--- src/rtl/dac_sample_streamer.sv ---
// dac_sample_streamer
// Output stage between the plb_dac register logic and the 10-bit parallel DAC.
// Samples are buffered in a FIFO and paced out at a programmable rate, with a
// DCLKIO strobe that rises at least one clock after the data settles. The FSM
// also sequences DAC power-down and wake-up.
//
// Optional build macro: DAC_TEST_RAMP_EN adds a test_ramp input. While it is
// high in RUN, each sample slot increments S_Data instead of popping the FIFO.
//
// S_Data carries the sample value numerically (bit DATA_W-1 is the sample MSB).
// The board netlist maps that bit to DAC pin index 0.
//
// state | meaning
// ------+---------------------------------------------------------------
// OFF   | DAC powered down, S_Data at midscale, waiting for enable
// WAKE  | PWRDN released, counting WAKE_CYC clocks of settling time
// RUN   | samples popped every P clocks, DCLKIO toggling

module dac_sample_streamer #(
    parameter int DATA_W     = 10,
    parameter int FIFO_DEPTH = 16,
    parameter int DIV_W      = 16,
    parameter int WAKE_CYC   = 64
) (
    input  logic                          Bus2IP_Clk,
    input  logic                          Bus2IP_Reset,
    input  logic                          enable,
    input  logic                          pwrdn_req,
    input  logic                          fmt_twos,
    input  logic [DIV_W-1:0]              rate_div,
`ifdef DAC_TEST_RAMP_EN
    input  logic                          test_ramp,
`endif
    input  logic                          wr_valid,
    input  logic [DATA_W-1:0]             wr_data,
    output logic                          wr_ready,
    output logic [$clog2(FIFO_DEPTH):0]   fifo_level,
    input  logic                          clr_underflow,
    output logic                          underflow,
    output logic [DATA_W-1:0]             S_Data,
    output logic                          S_DCLKIO,
    output logic                          S_PWRDN,
    output logic                          S_Format,
    output logic                          S_PinMD,
    output logic                          S_ClkMD
);

    localparam int AW  = $clog2(FIFO_DEPTH);
    localparam int LW  = AW + 1;
    localparam int CW  = DIV_W + 1;
    localparam int WCW = $clog2(WAKE_CYC + 1);

    localparam logic [1:0] ST_OFF  = 2'd0;
    localparam logic [1:0] ST_WAKE = 2'd1;
    localparam logic [1:0] ST_RUN  = 2'd2;

    logic [1:0]        state, state_next;
    logic [WCW-1:0]    wake_cnt;
    logic [CW-1:0]     cnt, per_r, per_new, per_cur;

    logic [DATA_W-1:0] mem [FIFO_DEPTH];
    logic [AW-1:0]     wr_ptr, rd_ptr;
    logic [LW-1:0]     level;

    logic full, empty, run_exit, flush, wr_fire;
    logic go_wake, run_stay, slot, ramp_on, pop, uf_set;

    function automatic logic [DATA_W-1:0] mid_code(input logic f);
        mid_code = f ? '0 : {1'b1, {(DATA_W-1){1'b0}}};
    endfunction

`ifdef DAC_TEST_RAMP_EN
    assign ramp_on = test_ramp;
`else
    assign ramp_on = 1'b0;
`endif

    assign full     = (level == LW'(FIFO_DEPTH));
    assign empty    = (level == '0);
    assign go_wake  = (state == ST_OFF) && enable && !pwrdn_req;
    assign run_exit = (state == ST_RUN) && (!enable || pwrdn_req);
    assign run_stay = (state == ST_RUN) && !run_exit;
    assign flush    = run_exit;
    assign wr_ready = !full && !flush;
    assign wr_fire  = wr_valid && wr_ready;

    // rate_div of 0 behaves as 1, so the shortest period is two clocks
    assign per_new  = (rate_div == '0) ? CW'(2) : CW'(rate_div) + CW'(1);
    assign per_cur  = (cnt == '0) ? per_new : per_r;
    assign slot     = run_stay && (cnt == '0);
    assign pop      = slot && !empty && !ramp_on;
    assign uf_set   = slot && empty && !ramp_on;

    assign fifo_level = level;
    assign S_PinMD    = 1'b0;
    assign S_ClkMD    = 1'b0;

    // Next-state decode for the power sequencing FSM
    always_comb begin
        state_next = state;
        case (state)
            ST_OFF:  if (go_wake) state_next = ST_WAKE;
            ST_WAKE: begin
                if (!enable || pwrdn_req) state_next = ST_OFF;
                else if (wake_cnt == '0)  state_next = ST_RUN;
            end
            ST_RUN:  if (run_exit) state_next = ST_OFF;
            default: state_next = ST_OFF;
        endcase
    end

    // State register and wake settling down-counter
    always_ff @(posedge Bus2IP_Clk or posedge Bus2IP_Reset) begin
        if (Bus2IP_Reset) begin
            state    <= ST_OFF;
            wake_cnt <= '0;
        end else begin
            state <= state_next;
            if (go_wake)
                wake_cnt <= WCW'(WAKE_CYC - 1);
            else if (state == ST_WAKE && wake_cnt != '0)
                wake_cnt <= wake_cnt - WCW'(1);
        end
    end

    // Sample-period counter; the period is re-sampled at the start of each slot
    always_ff @(posedge Bus2IP_Clk or posedge Bus2IP_Reset) begin
        if (Bus2IP_Reset) begin
            cnt   <= '0;
            per_r <= CW'(2);
        end else if (run_stay) begin
            if (cnt == '0)
                per_r <= per_new;
            cnt <= (cnt == per_cur - CW'(1)) ? '0 : cnt + CW'(1);
        end else begin
            cnt <= '0;
        end
    end

    // DAC pin registers; DCLKIO lags cnt by one clock so data leads the rising edge
    always_ff @(posedge Bus2IP_Clk or posedge Bus2IP_Reset) begin
        if (Bus2IP_Reset) begin
            S_Data   <= mid_code(1'b0);
            S_DCLKIO <= 1'b0;
            S_PWRDN  <= 1'b1;
            S_Format <= 1'b0;
        end else begin
            S_PWRDN  <= (state_next == ST_OFF);
            S_DCLKIO <= run_stay && (cnt >= (per_cur >> 1));
            if (go_wake) begin
                S_Format <= fmt_twos;
                S_Data   <= mid_code(fmt_twos);
            end else if (state_next == ST_OFF) begin
                S_Data   <= mid_code(S_Format);
            end else if (pop) begin
                S_Data   <= mem[rd_ptr];
            end else if (slot && ramp_on) begin
                S_Data   <= S_Data + DATA_W'(1);
            end
        end
    end

    // Sticky underflow flag; a new underflow wins over a simultaneous clear
    always_ff @(posedge Bus2IP_Clk or posedge Bus2IP_Reset) begin
        if (Bus2IP_Reset)
            underflow <= 1'b0;
        else if (uf_set)
            underflow <= 1'b1;
        else if (clr_underflow)
            underflow <= 1'b0;
    end

    // FIFO pointers and occupancy; leaving RUN discards all queued samples
    always_ff @(posedge Bus2IP_Clk or posedge Bus2IP_Reset) begin
        if (Bus2IP_Reset) begin
            wr_ptr <= '0;
            rd_ptr <= '0;
            level  <= '0;
        end else if (flush) begin
            wr_ptr <= '0;
            rd_ptr <= '0;
            level  <= '0;
        end else begin
            if (wr_fire) wr_ptr <= wr_ptr + AW'(1);
            if (pop)     rd_ptr <= rd_ptr + AW'(1);
            level <= level + LW'(wr_fire) - LW'(pop);
        end
    end

    // FIFO storage array, no reset needed since occupancy gates every read
    always_ff @(posedge Bus2IP_Clk) begin
        if (wr_fire)
            mem[wr_ptr] <= wr_data;
    end

endmodule
--- config.mk ---
export PLATFORM = sky130hd
export DESIGN_NAME = dac_sample_streamer
export DESIGN_NICKNAME = d
export VERILOG_FILES = /design/src/rtl/dac_sample_streamer.sv
export SDC_FILE = /design/constraint.sdc
export NUM_CORES = 1
export LEC_CHECK = 0
export CAP_MARGIN = 20
export CORE_MARGIN = 2
export CORE_UTILIZATION = 60
export DETAILED_ROUTE_END_ITERATION = 10
export GPL_ROUTABILITY_DRIVEN = 1
export PLACE_DENSITY_LB_ADDON = 0.25
export SYNTH_ARGS = -nofsm -noshare
export SYNTH_HDL_FRONTEND = slang
export SYNTH_SLANG_ARGS = --single-unit
--- constraint.sdc ---
create_clock -name Bus2IP_Clk -period 8.8 [get_ports Bus2IP_Clk]
set_input_delay 1.32 -clock Bus2IP_Clk [delete_from_list [all_inputs] [get_ports Bus2IP_Clk]]
set_output_delay 1.32 -clock Bus2IP_Clk [all_outputs]
set_load 0.01 [all_outputs]
==> results list <==
* Status: finished, final reports clean
* Number of inserted diodes: 0
- Hold violation total from the final report: 0
* Overflow after GRT: 0
- Area share of the largest cell type after synthesis: 0.4012
- The tree built by TritonCTS fans out to 230 sinks.
- The number of slew-limit violations in the final report came to 0.
* Commonest non-fill, non-tap cells in the layout: 160 x sky130_fd_sc_hd__edfxtp_1, 65 x sky130_fd_sc_hd__dfrtp_1, 62 x sky130_fd_sc_hd__nand2_1
* Max-cap violations: 0
- Post-synthesis sequential area ratio: 0.5477
* Routed vias: ~7800
- TritonCTS buffer count: 24
- In this run the cell area of the synthesized design comes to 0.01198 mm^2.
- Maximum buffer depth of the clock tree: 3
* Post-cts hold buffer count: 0
- For this configuration, the core starts out at a cell density of 0.6134.
* Vias/cell: 6.308
- The later pin in the worst-skew pair is clocked with a latency of 530 ps.
* Drt total wl: approximately 26 mm
* Ordered cell list for the critical path: clkdlybuf4s50_1, inv_1, ha_1, nor4b_1, and4_1, a21oi_1, mux2i_1, ha_1, inv_1, nor4_1, a21oi_2, a2111o_1, xor2_1, or3_1, nand3_1, o311ai_1
- Global Route Usage Sum: 0.2508
* Worst-case headroom to the max-slew limit: 0.3838
- Chip height: between 100 and 150 um
* Clock transition at the registers of the reported paths: approximately 60 ps
- For the worst setup path, the data required time is between 9000 and 10000 ps.
- Horizontal die dimension: 145.3 um
* Number of buffers added on ports: 52
* Power density relative to cell area: between 150 and 200 mW/mm^2
* Commonest non-fill, non-tap cell in the layout: sky130_fd_sc_hd__edfxtp_1
* Total setup violations reported at the end of the flow: 0
- The worst setup path is of the in2reg kind.
- Setup repair after global routing left no endpoint under its margin.
- Leakage power: ~0.0048 uW
* ANT nets after route: 0
- The design draws approximately 2600 uW.
* Largest fanout of any net on the critical path: 17
* Hold Worst Slack: 483.4 ps
* Crit. End Element: flop
- The clock arrives with around 19 ps of skew.
* Measured slew at the worst slew-check pin: 924.3 ps
- Dominant register cell in the synthesized netlist: sky130_fd_sc_hd__edfxtp_1
- Maximum VDD drop: approximately 0.21 mV
- Fin crit share: 0.5753
- By area the synthesized netlist is led by sky130_fd_sc_hd__edfxtp_1 40%, sky130_fd_sc_hd__dfrtp_1 14%, sky130_fd_sc_hd__mux4_2 9.4%.
- Post-CTS setup repair buffer count: 0
- Core region area: approximately 0.020 mm^2
- The cell sitting at the root of the clock tree is a sky130_fd_sc_hd__clkbuf_16.
- Dividing the detail-routed wire length by the instance count gives ~21 um.
- After layout, the minimum clock period comes to ~5100 ps.
- Synthesis instantiated 80 different standard cells from the library.
- Die Outline Area: 0.02111 mm^2
- # resized after CTS: 0
* Area added between synthesis and finish: 11.52%
- The average instance in the mapped netlist occupies 13.03 um^2.
* Max stage delay on crit path: roughly 700 ps
* Routability congestion estimate: 0.8914
- Setup Total Neg Slack: 0 ps
* Number of global-route vias before repair: roughly 7500
- Summed over all nets, the half-perimeter wirelength after detailed placement is 17.03 mm.
- TritonCTS built the clock tree.
- For this run, the number of Yosys warnings is 0.
- Fraction of registers with async set/reset: 0.3043
* CTS H-Tree Depth: 1
- In the final layout, the share of cells above drive strength 1 is 0.1462.
* Site row count: a little over 50
* Maximum number of pins on one net before global-route repair: a little over 70
* Ports: 55
* Library cell with the largest summed area after synthesis: sky130_fd_sc_hd__edfxtp_1
* Number of detailed-route iterations in the first pass: 5
- Across all register-to-register paths, the minimum setup slack is around 4000 ps.
* Post-synth EDFFs: 160
- Data arrival time of the worst path: around 5500 ps
- Among all stages on the critical path, the largest delay is contributed by sky130_fd_sc_hd__or3_1.
* Global-route wire length before repair: 41.82 mm
- The worst setup path is launched from a primary input.
* #FFs+latches synth: 230
- Number of antenna violations at the first check in global routing: 0
* Remaining DRCs: 0
- After detailed placement, the total cell area comes to 0.01261 mm^2.
- Highest clock rate: 197.5 MHz
- The first routing iteration left 753 violations.
* Design area: 0.01336 mm^2
* Gate Count Post-Synth: a little over 900
- The min-delay analysis places its worst path in the category reg2reg.
* Final nets: about 1000
-- per-stage QoR --
step	worst slack, ps	cells	util
2_1_floorplan	4242	920	-
3_3_place_gp	3433	1194	0.6458
3_5_place_dp	3237	1195	0.6460
4_1_cts	3769	1236	0.6840
5_1_grt	3534	1236	0.6840
6_report	3738	1236	0.6840
-- path summary, 6_finish.rpt --
check | startpoint | end | depth (start not counted)
max | rate_div[0] | cnt[0] | 16
min in group asynchronous | Bus2IP_Reset | cnt[14] | 3
max reg2reg | cnt[0] | cnt[0] | 15
min | S_Data[9] | S_Data[9] | 2
max in group asynchronous | Bus2IP_Reset | rd_ptr[1] | 3
min reg2reg | S_Data[9] | S_Data[9] | 2
-- power by group --
group | leakage (uW) | internal [uW] | switching (uW)
Sequential | 0.00235 | 1260 | 46.4
Clock | 0.000360 | 557 | 404
Combinational | 0.00208 | 160 | 210
-- critical path, delay by kind of cell --
kind                     cells  cell delay [ps]
AND/OR/NAND/NOR              5             1840
AO/OA/AOI/OAI                4              730
buffers and inverters        3              700
adder cells (fa/ha/maj)      2              360
multiplexers                 1              320
XOR/XNOR                     1              150
-- sequential cells by signal, summed over array words and instances, names as in the netlist --
signal and count:
S_PWRDN 1, underflow 1, wake_cnt 7, per_r 17, S_Data 10, S_DCLKIO 1
fifo_level 5, state 2, cnt 17, wr_ptr 4, S_Format 1, mem 160
rd_ptr 4
-- synthesized netlist by cell type, drive strengths merged (13+ instances only) --
master  instances
edfxtp        160
dfrtp          67
nand2          62
nor2           57
nand3          55
inv            50
mux4           50
o21ai          36
ha             34
xnor2          29
buf            27
xor2           26
clkbuf         25
o211ai         23
a21oi          19
and2           19
nor3           18
a21o           13
nand4          13
nor4           13
-- routing by layer --
metal	share of wire	track usage	vias up
met5	0	0	-
met4	0.015	0.04608	0
met3	0.084	0.05377	30
met2	0.46	0.3853	315
met1	0.44	0.3776	3893
li1	-	-	3559
-- layout make-up --
type	count	area, um^2
Clock buffer	27	611.8
Clock inverter	14	130.1
Fill cell	1400	6170
Inverter	50	188.9
Multi-Input combinational cell	588	4938
Sequential cell	230	6563
Tap cell	265	331.6
Timing Repair Buffer	62	593.1
-- kinds of logic (layout without fill, tap and decap cells) --
family | Yosys count | in the layout | synth area share
AOI/OAI and AO/OA | 151 | 151 | 0.09779
xor gates and xnor gates | 55 | 55 | 0.04022
adders and majority gates | 35 | 35 | 0.03719
buffers and inverters | 102 | 153 | 0.04022
DFF | 230 | 230 | 0.5477
muxes | 59 | 59 | 0.1018
other | 1 | 2 | 0.0003131
and+or+nand+nor | 286 | 286 | 0.1348
Note: power is estimated with default switching activity, not from simulation.
